**src/rtl/alarm_pkg.sv**
```systemverilog
// Shared definitions for the alarm sequencer: state encoding, rest code and
// duration units used by both the player and the note ROM.
package alarm_pkg;

    typedef enum logic [1:0] {StIdle, StLoad, StPlay, StDone} state_e;

    localparam logic [19:0] NOTE_REST = 20'd1;

    localparam logic [4:0] QUARTER = 5'd2;
    localparam logic [4:0] HALF    = 5'd4;
    localparam logic [4:0] ONE     = 5'd8;

    // A zero-length step would never end, so it is stretched to one unit.
    function automatic logic [4:0] min_one(input logic [4:0] d);
        return (d == 5'd0) ? 5'd1 : d;
    endfunction

endpackage

```
**src/rtl/tone_gen.sv**
```systemverilog
// Square-wave generator: toggles every period/2 cycles while enabled,
// holds low for rest codes and whenever disabled.
module tone_gen
    import alarm_pkg::*;
(
    input  logic        clk,
    input  logic        reset,
    input  logic        en,
    input  logic [19:0] period,
    output logic        speaker
);

    logic [18:0] half;
    logic [18:0] cnt_q, cnt_d;
    logic        spk_q, spk_d;

    assign half = period[19:1];

    always_comb begin
        cnt_d = '0;
        spk_d = 1'b0;
        if (en && (period > NOTE_REST)) begin
            if (cnt_q == half - 19'd1) begin
                cnt_d = '0;
                spk_d = ~spk_q;
            end else begin
                cnt_d = cnt_q + 19'd1;
                spk_d = spk_q;
            end
        end
    end

    always_ff @(posedge clk) begin
        if (reset) begin
            cnt_q <= '0;
            spk_q <= 1'b0;
        end else begin
            cnt_q <= cnt_d;
            spk_q <= spk_d;
        end
    end

    assign speaker = spk_q;

endmodule

```
**src/rtl/alarm_player.sv**
```systemverilog
// Alarm sequencer: walks the note ROM, holds each step for its duration in
// ticks and drives the tone generator; wraps or pulses done at the end.
module alarm_player
    import alarm_pkg::*;
#(
    parameter int unsigned TICK_CYCLES = 12_500_000,
    parameter int unsigned LAST_INDEX  = 19,
    parameter bit          LOOP        = 1'b0
) (
    input  logic        clk,
    input  logic        reset,
    input  logic        start,
    input  logic        stop,
    input  logic [19:0] note,
    input  logic [4:0]  duration,
    output logic [5:0]  number,
    output logic        speaker,
    output logic        playing,
    output logic        done
);

    localparam int unsigned    TickW    = (TICK_CYCLES > 1) ? $clog2(TICK_CYCLES) : 1;
    localparam logic [TickW-1:0] TickLast = TickW'(TICK_CYCLES - 1);
    localparam logic [5:0]     LastIdx  = 6'(LAST_INDEX);

    state_e             state_q, state_d;
    logic [19:0]        note_q, note_d;
    logic [4:0]         dur_q, dur_d;
    logic [4:0]         unit_q, unit_d;
    logic [TickW-1:0]   tick_q, tick_d;
    logic [5:0]         number_q, number_d;
    logic               playing_q, done_q;
    logic               step_end;
    logic               tone_en;

    assign step_end = (tick_q == TickLast) && (({1'b0, unit_q} + 6'd1) == {1'b0, dur_q});

    always_comb begin
        state_d  = state_q;
        note_d   = note_q;
        dur_d    = dur_q;
        tick_d   = tick_q;
        unit_d   = unit_q;
        number_d = number_q;
        if (stop) begin
            state_d  = StIdle;
            number_d = '0;
        end else begin
            unique case (state_q)
                StIdle: begin
                    number_d = '0;
                    if (start) state_d = StLoad;
                end
                StLoad: begin
                    note_d  = note;
                    dur_d   = min_one(duration);
                    tick_d  = '0;
                    unit_d  = '0;
                    state_d = StPlay;
                end
                StPlay: begin
                    if (tick_q == TickLast) begin
                        tick_d = '0;
                        unit_d = unit_q + 5'd1;
                        if (step_end) begin
                            if (number_q != LastIdx) begin
                                number_d = number_q + 6'd1;
                                state_d  = StLoad;
                            end else if (LOOP) begin
                                number_d = '0;
                                state_d  = StLoad;
                            end else begin
                                number_d = '0;
                                state_d  = StDone;
                            end
                        end
                    end else begin
                        tick_d = tick_q + TickW'(1);
                    end
                end
                StDone: begin
                    number_d = '0;
                    state_d  = StIdle;
                end
                default: state_d = StIdle;
            endcase
        end
    end

    // Tone runs only on PLAY cycles that stay in PLAY, so it starts clean
    // after LOAD and is already silent in the cycle after a step ends or aborts.
    assign tone_en = (state_q == StPlay) && (state_d == StPlay);

    always_ff @(posedge clk) begin
        if (reset) begin
            state_q   <= StIdle;
            note_q    <= '0;
            dur_q     <= '0;
            tick_q    <= '0;
            unit_q    <= '0;
            number_q  <= '0;
            playing_q <= 1'b0;
            done_q    <= 1'b0;
        end else begin
            state_q   <= state_d;
            note_q    <= note_d;
            dur_q     <= dur_d;
            tick_q    <= tick_d;
            unit_q    <= unit_d;
            number_q  <= number_d;
            playing_q <= (state_d == StLoad) || (state_d == StPlay);
            done_q    <= (state_d == StDone);
        end
    end

    tone_gen u_tone (
        .clk     (clk),
        .reset   (reset),
        .en      (tone_en),
        .period  (note_q),
        .speaker (speaker)
    );

    assign number  = number_q;
    assign playing = playing_q;
    assign done    = done_q;

endmodule

```
**config.mk**
```make
export PLATFORM = sky130hd
export DESIGN_NAME = alarm_player
export DESIGN_NICKNAME = d
export VERILOG_FILES = /design/src/rtl/alarm_pkg.sv /design/src/rtl/tone_gen.sv /design/src/rtl/alarm_player.sv
export SDC_FILE = /design/constraint.sdc
export NUM_CORES = 1
export LEC_CHECK = 0
export CORE_MARGIN = 4
export CORE_UTILIZATION = 60
export CTS_CLUSTER_SIZE = 10
export DETAILED_ROUTE_END_ITERATION = 8
export GPL_TIMING_DRIVEN = 1
export PLACE_DENSITY = 0.82
export SLEW_MARGIN = 20
export SYNTH_ARGS = -nofsm -noshare
export SYNTH_HDL_FRONTEND = slang
export SYNTH_HIERARCHICAL = 1
export SYNTH_SLANG_ARGS = --single-unit
export TNS_END_PERCENT = 5
```
**constraint.sdc**
```tcl
create_clock -name clk -period 4.5 [get_ports clk]
set_input_delay 0.9 -clock clk [delete_from_list [all_inputs] [get_ports clk]]
set_output_delay 0.9 -clock clk [all_outputs]
set_load 0.02 [all_outputs]
```
==> results.md, run 1 <==
* Status: complete, no violations
* Net Sw Power at 0.000373 W
* Clk Latency, worst-skew pair at 0.36 ns
* GPL Wtd Cong at 0.899
* F_max at 0.282 GHz
* Power Internal at 0.00108 W
* # clock sinks at 83
* Setup crit end kind: flop
* 1st-iter DRT viols at 138
* Worst vdd ir at 0.239 mV
* CTS tree: done
* Dpl cells at 651
* CP Launch Type: flop
* Non-Filler Instances at 667
* Number of H-tree levels at 3
* Wire per inst at 14.3 um
* Grt ovf at 0
* Layout Nets at 600
* Mapped Avg Cell Area at 8.25 sq um
* Critical Path Fanout Max at 18
* Pre-antenna DRT Iters at 5
* Setup Buffers After CTS at 0
* Worst slew pin tran at 0.946 ns
* # diodes at 0
* Leak at 1.77 nW
* Worst min path class: flop to flop
* Total track usage at 22.7%
* Gate power share at 9.0%
* Final Setup Violations at 0
* Final count of pins violating max slew at 0
* Reg area at 1660 sq um
* Vias in the first global route at 3586
* PD cells at 289 nW/um^2
* Synthesized area at 4430 sq um
* DR vias at 3791
* PostCTS Resize Cnt at 0
* DRT Wirelength at 9510 um
* Multi-input combinational cell area at 2610 sq um
* PortBufs at 36
* Overall die height at 93.9 um
* Core Footprint at 7210 sq um
* Kind of critical path: flop to flop
* Vias per cell at 5.68
* Clock transition at path regs at 0.09 ns
* CP Cell Sequence: ha_1 -> or3b_2 -> nor3b_1 -> a211oi_1 -> nor3b_1 -> mux2i_1 -> nor3b_1 -> inv_1 -> a311oi_1 -> nand2_4 -> nor2_1
* Row count at 31
* Tot Pwr at 0.00145 W
* Final hold vios at 0
* Starting density of the core at 61.4%
* Switching Fraction at 25.7%
* Share of cells above drive strength 1 at 6.34%
* Die Area at 8820 sq um
* Initial antenna violation count at 0
* WP data arrival at 3.84 ns
* Final setup TNS at 0 ns
* Critical Path RT at 4.79 ns
* Worst path max stage delay at 0.58 ns
* CTS root buf: clkbuf_8
* Post-CTS Hold Fix Bufs at 0
* Num CTS Buffers at 9
* Clk pwr share at 39.2%
* Synth Warn # at 6
* Max-Cap Viols at 0
* Drc violations at 0
* Share of power burned in registers at 51.7%
* Die extent in x at 93.9 um
* CP most frequent cell: nor3b_1
* Post-detail-place hpwl at 6930 um
* IO Pins at 38
* Syn_nets at 574
* # fillers at 596
* Worst slew margin at 36.6%
* Tmin final at 3.55 ns
* RSZ-0062 raised after global routing: false
* Crit-path slowest cell: a311oi_1
* Synth-to-Final Area Change at 13.3%
* Largest net degree at the start of global routing at 27
* Max Root-Sink Buffers at 2
* Global-route wire length before repair at 16100 um
* Fin crit share at 78.9%
* Max Clock Skew at 0.00920 ns
* Number of routed nets with antenna violations at 0
* Post-Synthesis Cells at 537
power groups by stage:
stage	logic, W	registers (W)	clock network [W]
after floorplan	0.0000883	0.000765	0
after global placement	0.000126	0.000766	0
after detailed placement	0.000129	0.000767	0
after CTS	0.000130	0.000750	0.000582
after global routing	0.000143	0.000751	0.000613
final	0.000131	0.000749	0.000569
per-stage QoR:
| step | setup WS [ns] | utilization, % | hold WS (ns) | cell area, sq um |
|---|---|---|---|---|
| floorplan | 1.47 | - | 0.448 | 4430 |
| global placement | 1.06 | 66.6 | 0.459 | 4810 |
| detailed placement | 0.950 | 66.6 | 0.465 | 4810 |
| CTS | 0.919 | 69.6 | 0.478 | 5020 |
| global route | 0.668 | 69.6 | 0.506 | 5020 |
| finish | 0.950 | 69.6 | 0.474 | 5020 |
registers in the layout, summed over array words and instances (netlist names):
name and count:
tick_q 24, dur_q 5, note_q 19, u_tone/speaker 1, unit_q 5, state_q 2
playing 1, u_tone/cnt_q 19, number 6, done 1
layer usage:
layer  wire length [um]  GRT usage (%)  vias up
met1               4140           27.3     1807
li1                   -              -     1915
met4                 75           4.57        0
met3                357           5.85        8
met5                  0              0        -
met2               4940           40.6       61
layout by cell type, fill, tap and decap left out, types with 2 or more instances in the layout:
cell type and n:
inv_8 2, o211ai_1 3, nor4b_2 2, or3_1 5, nand2_1 76, and2_1 3, o21a_1 2, xor2_1 35
nor4_2 3, a21boi_0 2, nand4b_1 2, a31oi_1 2, nor3_1 14, nand2b_1 4, clkbuf_8 9, and3_1 10
and4_1 5, or4_1 5, nor3b_1 5, xnor2_1 35, inv_6 3, mux2i_1 2, ha_1 8, clkdlybuf4s50_1 36
nand3b_1 3, nor2_1 71, a21oi_1 34, dfxtp_1 83, nor4_1 6, nor2b_1 5, nand3_1 21, nand4_1 13
o21ai_0 10, inv_1 13
path summary, 6_finish.rpt:
check                           startpoint         endpoint  slack, ns  cells past startpoint
worst max-delay path             number[0]  u_tone/cnt_q[7]       0.95                     11
worst min-delay path              dur_q[2]         dur_q[2]       0.47                      2
worst max register to register   number[0]  u_tone/cnt_q[7]       0.95                     11
worst min register to register    dur_q[2]         dur_q[2]       0.47                      2
cell type report:
type / instances / share of cell area, %
Multi-Input combinational cell: 419 / 51.9
Sequential cell: 83 / 33.1
Timing Repair Buffer: 37 / 7.33
Clock buffer: 9 / 2.47
Tap cell: 99 / 2.47
Clock inverter: 7 / 1.75
Inverter: 13 / 0.972
worst max-delay path: cells and delay by family (launching register included):
kind,cells,cell delay (ns)
muxes,1,0.17
and+or+nand+nor,6,1.85
buffers and inverters,1,0.08
DFF,1,0.40
adders and majority gates,1,0.25
AOI/OAI and AO/OA,2,0.73
Power figures use the tool's default switching activity.
==> inputs of run 2 (changes only) <==
--- a/config.mk
+++ b/config.mk
@@ -6,11 +6,11 @@
 export NUM_CORES = 1
 export LEC_CHECK = 0
 export CORE_MARGIN = 4
-export CORE_UTILIZATION = 60
+export CORE_UTILIZATION = 58
 export CTS_CLUSTER_SIZE = 10
 export DETAILED_ROUTE_END_ITERATION = 8
 export GPL_TIMING_DRIVEN = 1
-export PLACE_DENSITY = 0.82
+export PLACE_DENSITY = 0.8
 export SLEW_MARGIN = 20
 export SYNTH_ARGS = -nofsm -noshare
 export SYNTH_HDL_FRONTEND = slang
==> constraint.sdc (replaced) <==
create_clock -name clk -period 3.55 [get_ports clk]
set_input_delay 0.71 -clock clk [delete_from_list [all_inputs] [get_ports clk]]
set_output_delay 0.71 -clock clk [all_outputs]
set_load 0.02 [all_outputs]
==> results.md, run 2 (synthesized netlist as in run 1, its figures left out) <==
* Setup crit start: number[1]
* CP Depth at 12
* Post-detail-place hpwl at 6960 um
* Number of routed nets with antenna violations at 0
* Final hold vios at 0
* Global-route wire length before repair at 16300 um
* PostCTS Resize Cnt at 0
* Grt ovf at 0
* Worst slew pin tran at 0.872 ns
* Power Internal at 0.00136 W
* IO Pins at 38
* # diodes at 0
* F_max at 0.311 GHz
* Fin crit share at 90.5%
* Final setup TNS at 0 ns
* Reg2reg start: number[1]
* RSZ-0062 raised after global routing: false
* Final Setup Violations at 0
* Die extent in x at 95.4 um
* Largest registers: tick_q (24), note_q (19), u_tone/cnt_q (19)
* Total track usage at 22.2%
* Top reg by flops: tick_q
* # fillers at 591
* Starting density of the core at 60.4%
* Buf/Inv on CP at 2
* Post-CTS Hold Fix Bufs at 0
* CP delay by family, top: simple AND/OR/NAND/NOR gates
* Die Area at 9100 sq um
* Drc violations at 0
* CP Launch Type: flop
* Util after Layout at 68.9%
* Number of H-tree levels at 3
* Leak at 1.79 nW
* Num CTS Buffers at 9
* Max Clock Skew at 0.00765 ns
* Kind of critical path: flop to flop
* Critical Path Fanout Max at 18
* Max Root-Sink Buffers at 2
* Largest net degree at the start of global routing at 25
* Net Sw Power at 0.000466 W
* CTS tree: done
* WP data arrival at 3.50 ns
* Crit-path slowest cell: or3b_2
* Reg area at 1660 sq um
* Setup crit end kind: flop
* DR vias at 3781
* Most frequent cells in the layout: dfxtp_1 (83), nand2_1 (76), nor2_1 (71), clkdlybuf4s50_1 (36)
* GPL Wtd Cong at 0.927
* Tmin final at 3.21 ns
* Worst min path class: flop to flop
* Vias per cell at 5.63
* Share of power burned in registers at 52.0%
* Multi-input combinational cell area at 2600 sq um
* 1st-iter DRT viols at 148
* Pre-antenna DRT Iters at 4
* Clk pwr share at 38.8%
* Initial antenna violation count at 0
* Row count at 31
* CTS root buf: clkbuf_8
* Final count of pins violating max slew at 0
* Clk Latency, worst-skew pair at 0.36 ns
* Share of cells above drive strength 1 at 6.98%
* Worst R2R End: u_tone/cnt_q[14]
* Max-Cap Viols at 0
* CP Cell Sequence: ha_1 -> or3b_2 -> nor3b_1 -> a211oi_1 -> nor3b_1 -> mux2i_1 -> nor3b_1 -> inv_1 -> a311oi_1 -> buf_4 -> nand2_4 -> nor2_1
* CP most frequent cell: nor3b_1
* DRT Wirelength at 9400 um
* Synth-to-Final Area Change at 14.0%
* Critical Path RT at 3.84 ns
* Most common cell after layout, fill and taps aside: dfxtp_1
* Critical Path End: u_tone/cnt_q[14]
* Max FFs per register at 24
* Worst path max stage delay at 0.47 ns
* Gate power share at 9.2%
* PD cells at 362 nW/um^2
* PortBufs at 36
* Final instance area at 5050 sq um
* Layout Nets at 605
* Clock transition at path regs at 0.09 ns
* Worst slew margin at 41.8%
* Switching Fraction at 25.5%
* # clock sinks at 83
* R2R depth at 12
* Status: complete, no violations
* Overall die height at 95.4 um
* Area after DPL at 4840 sq um
* Core Footprint at 7330 sq um
* Worst vdd ir at 0.271 mV
* R2r setup slk at 0.34 ns
* Vias in the first global route at 3803
* Wire per inst at 14.0 um
* Setup Buffers After CTS at 0
run 2: how the worst min path moves through the flow:
stage                 to  startpoint  cells after the start  slack [ns]
3_5_place_dp    dur_q[1]    dur_q[1]                      2        0.47
2_1_floorplan   dur_q[4]    dur_q[4]                      2        0.45
5_1_grt         dur_q[1]    dur_q[1]                      2        0.52
4_1_cts         dur_q[1]    dur_q[1]                      2        0.48
6_report        dur_q[1]    dur_q[1]                      2        0.48
3_3_place_gp   unit_q[1]   unit_q[1]                      2        0.46
run 2: cell type report:
cell class	count	area share, %
Clock buffer	9	2.45
Clock inverter	7	1.66
Inverter	13	0.966
Multi-Input combinational cell	419	51.5
Sequential cell	83	32.9
Tap cell	99	2.45
Timing Repair Buffer	42	8.03
run 2: through the flow:
step	hold WS (ns)	power (W)	std cells	worst slack, ns
final	0.478	0.00183	672	0.338
after global routing	0.516	0.00191	672	0.0976
after CTS	0.483	0.00185	672	0.377
after detailed placement	0.470	0.00114	656	0.510
after global placement	0.459	0.00113	656	0.532
after floorplan	0.448	0.00108	537	0.522
run 2: worst reg2reg max path, stage by stage (launching register included):
cell and delay (ns):
dfxtp_1 0.39, ha_1 0.25, or3b_2 0.47, nor3b_1 0.29, a211oi_1 0.12, nor3b_1 0.23
mux2i_1 0.20, nor3b_1 0.36, inv_1 0.07, a311oi_1 0.30, buf_4 0.20, nand2_4 0.13
nor2_1 0.14
run 2: power groups by stage:
stage | clock network (W) | logic (W) | registers [W]
2_1_floorplan | 0 | 0.000112 | 0.000970
3_3_place_gp | 0 | 0.000161 | 0.000972
3_5_place_dp | 0 | 0.000165 | 0.000972
4_1_cts | 0.000731 | 0.000167 | 0.000950
5_1_grt | 0.000771 | 0.000184 | 0.000952
6_report | 0.000708 | 0.000168 | 0.000950
run 2: routing by layer:
| layer | routed length (um) | vias up | part of all wire (%) | GRT usage, % |
|---|---|---|---|---|
| met5 | 0 | - | 0 | 0 |
| met4 | 152 | 0 | 1.6 | 7.94 |
| met3 | 278 | 18 | 3.0 | 5.92 |
| met2 | 4980 | 72 | 53 | 41.0 |
| met1 | 4000 | 1770 | 42 | 24.3 |
| li1 | - | 1921 | - | - |
